## src/rtl/synchronous_4bit_up_down_counter_struct.sv

```systemverilog
// Synchronous 4-bit up/down counter built from four T flip-flops on a common clock.
// Optional terminal-count output tc is enabled by defining COUNTER_TC_EN.

module t_flip_flop (
    input  logic clk,
    input  logic rst_n,
    input  logic t,
    output logic q
);

    always_ff @(posedge clk or negedge rst_n) begin
        if (!rst_n)
            q <= 1'b0;
        else if (t)
            q <= ~q;
    end

endmodule

module synchronous_4bit_up_down_counter_struct (
    input  logic       clk,
    input  logic       rst_n,
    input  logic       t,
    input  logic       mode,
    output logic [3:0] qout
`ifdef COUNTER_TC_EN
    ,
    output logic       tc
`endif
);

    logic [3:0] q_bits;
    logic [3:0] up_chain;
    logic [3:0] down_chain;
    logic [3:0] toggle_en;

    // Bit i toggles once every lower bit is all-ones (up) or all-zeros (down).
    assign up_chain[0]   = t;
    assign down_chain[0] = t;

    genvar i;
    generate
        for (i = 1; i < 4; i++) begin : g_chain
            assign up_chain[i]   = up_chain[i-1] & q_bits[i-1];
            assign down_chain[i] = down_chain[i-1] & ~q_bits[i-1];
        end

        for (i = 0; i < 4; i++) begin : g_tff
            assign toggle_en[i] = mode ? down_chain[i] : up_chain[i];

            t_flip_flop u_tff (
                .clk   (clk),
                .rst_n (rst_n),
                .t     (toggle_en[i]),
                .q     (q_bits[i])
            );
        end
    endgenerate

    assign qout = q_bits;

`ifdef COUNTER_TC_EN
    // High on the cycle whose next enabled edge wraps the counter.
    assign tc = t & ((~mode & (q_bits == 4'd15)) | (mode & (q_bits == 4'd0)));
`endif

endmodule

```

## config.mk

```make
export PLATFORM = sky130hd
export DESIGN_NAME = synchronous_4bit_up_down_counter_struct
export DESIGN_NICKNAME = d
export VERILOG_FILES = /design/src/rtl/synchronous_4bit_up_down_counter_struct.sv
export SDC_FILE = /design/constraint.sdc
export NUM_CORES = 1
export LEC_CHECK = 0
export CORE_AREA = 10 10 47 49
export CTS_CLUSTER_DIAMETER = 50
export DETAILED_ROUTE_END_ITERATION = 8
export DIE_AREA = 0 0 57 59
export SLEW_MARGIN = 20
export SYNTH_ARGS = -nofsm -noshare
export SYNTH_HDL_FRONTEND = slang
export SYNTH_SLANG_ARGS = --single-unit
```

## constraint.sdc

```tcl
create_clock -name clk -period 1.3 [get_ports clk]
set_clock_uncertainty 0.2 [all_clocks]
set_input_delay 0.26 -clock clk [delete_from_list [all_inputs] [get_ports clk]]
set_output_delay 0.26 -clock clk [all_outputs]
set_load 0.005 [all_outputs]
```

==> impl_metrics.py <==
metrics = {
    "power_and_ir_drop": {
        "total_leakage_power_nw": 0.157,
        "vdd_drop_max_mv": 0.477,
        "p_per_area_nw_per_um2": 2330,
        "p_total_mw": 0.815,
    },
    "placement": {
        "io_buffers": 7,
        "gp_congestion": 0.690,
        "post_dp_cell_area_um2": 324,
        "dpl_worst_slack_ns": -0.279,
    },
    "synth": {
        "synthCells": 20,
        "yosysWarningCount": 0,
        "synth_nets": 24,
        "yosysSeqAreaShare_pct": 42.8,
        "ys_seq_elements": 4,
        "synth_area_per_cell_um2": 11.7,
        "synth_area_um2": 234,
        "yosys.cell_types.count": 11,
    },
    "cts": {
        "htree_levels": 1,
        "clockBufferDepth": 2,
        "clock_latency_ns": 0.23,
        "cts_root_buf": "clkbuf_4",
        "tritoncts": "built",
        "cts_hold_buf": 0,
        "cts_setup_buffers": 0,
        "numCtsBuffers": 3,
        "clock-sinks": 4,
        "clkSlewWorstSetupHoldPaths_ns": 0.04,
    },
    "worst_setup_path": {
        "critical_path_arrival_ns": 1.21,
        "setup.worst_path.end_class": "flop",
        "crit_fanout": 3,
        "r2r_slack_ns": 0.003,
        "crit_required_ns": 1.22,
        "critPathKind": "reg -> reg",
        "start_kind": "flop",
    },
    "routing": {
        "drtIter0Drc": 1,
        "routed_wl_um": 468,
        "drt-wirelength-per-cell_um": 10.2,
        "antenna_left": 0,
        "num_vias": 177,
        "firstDrtPassIters": 2,
        "via_per_inst": 3.85,
        "drc": 0,
    },
    "global_route": {
        "grt_pass1_wl_um": 731,
        "gr-usage-met1_pct": 2.37,
        "grt_usage_pct": 3.41,
        "grt_pass1_vias": 185,
        "use_met3_pct": 1.93,
        "use_met2_pct": 3.57,
        "busiest_layer": "met4",
        "grt_overflow": 0,
        "antenna_found_initial": 0,
        "grt_max_degree": 7,
    },
    "floorplanning": {
        "io_pins": 8,
        "coreArea_um2": 1400,
        "dieArea_um2": 3360,
        "rows": 14,
        "fp.dieH_um": 59,
        "die_w_um": 57,
        "start_util_pct": 16.7,
    },
    "cells_and_area": {
        "nFillCells": 168,
        "syn_to_final_growth_pct": 49.7,
        "n_antenna_cell": 0,
        "regMostFlops": "g_tff.u_tff.q",
        "nNetsFinal": 36,
        "reg.largest.list": "g_tff.u_tff.q x4",
        "final_area_um2": 350,
        "final_util_pct": 25.0,
        "largest_register_ffs": 4,
        "final_layout_size_suffix_gt1_share_pct": 50.0,
    },
    "sta": {
        "setup_ws_ns": 0.00254,
        "setup_viol": 0,
        "drv_slew": 0,
        "period_needed_ns": 1.30,
        "period_share_pct": 99.8,
        "finalHoldViolCount": 0,
        "worst_pin_slew_ns": 0.176,
        "hold-worst-slack_ns": 0.0268,
        "rsz0062_at_grt": "true",
        "max_slew_margin_pct": 88.2,
        "fmax_mhz": 771,
    },
    "job": {
        "drv_cap": 0,
    },
    "worst_hold_path": {
        "hold_path_class": "in -> async",
    },
    "status": {
        "status": "finished, final reports clean",
    },
}
[worst paths after layout]
kind | start | cells after the start | endpoint
setup reg to reg | g_tff[2].u_tff.q | 4 | g_tff[3].u_tff.q
hold / removal | rst_n | 1 | g_tff[3].u_tff.q
max in group asynchronous | rst_n | 1 | g_tff[1].u_tff.q
hold reg to reg | g_tff[3].u_tff.q | 2 | g_tff[3].u_tff.q
setup / recovery | g_tff[2].u_tff.q | 4 | g_tff[3].u_tff.q
min in group clk | g_tff[3].u_tff.q | 2 | g_tff[3].u_tff.q
[placed cells by master, fill, tap and decap left out, types with 2 or more instances in the layout]
cell	synthesis	final
buf_6	0	3
dfrtp_1	4	4
clkbuf_2	0	4
clkdlybuf4s50_1	0	2
xnor2_1	3	3
clkbuf_4	0	3
xor2_1	2	2
[stage by stage]
stage	setup TNS, ns	instances
after floorplan	0	20
after global placement	-0.676	43
after detailed placement	-0.713	43
after CTS	-0.0253	46
after global routing	-0.0597	46
final	0	46
[kinds of logic (layout without fill, tap and decap cells)]
logic type      after synthesis  count (layout)  synth area share (%)
xor+xnor                      5               5                  18.7
flops                         4               4                  42.8
compound gates                2               2                  5.88
buf+inv                       4              14                  12.8
simple gates                  5               5                  19.8
[cell type report]
type,instances,area (µm²),share of cell area (%)
Sequential cell,4,100,28.6
Multi-Input combinational cell,12,118,33.6
Timing Repair Buffer,11,90.1,25.7
Clock buffer,3,22.5,6.43
Tap cell,16,20.0,5.71
[timing repair]
action | in CTS | in global routing
resized for setup | 12 | 6
setup endpoints to repair | 6 | 6
pin swaps | 2 | 1
[synth_stat cells (all sizes together)]
cell / instances / share of area (%)
buf: 4 / 13
dfrtp: 4 / 43
xnor2: 3 / 11
o21ai: 2 / 5.9
xor2: 2 / 7.5
and3b: 1 / 4.3
and4b: 1 / 4.3
nand2: 1 / 1.6
nor3b: 1 / 3.2
nor4b: 1 / 6.4
[layer usage]
layer	vias up	wire length (µm)
met5	-	0
met4	0	59
met3	4	20
met2	9	170
met1	80	217
li1	84	-
[power by group]
part / total, mW / leakage, nW / switching, mW / internal, mW
combinational: 0.430 / 0.0961 / 0.180 / 0.250
clock: 0.151 / 0.0138 / 0.0479 / 0.103
sequential: 0.233 / 0.0469 / 0.0412 / 0.192
total: 0.815 / 0.157 / 0.270 / 0.545
[worst max-delay path, stage by stage (launching register included)]
cell and delay [ns]:
dfrtp_1 0.38, buf_6 0.13, nor4b_4 0.25, o21ai_1 0.10, xnor2_1 0.13
Note: power is estimated with default switching activity, not from simulation.
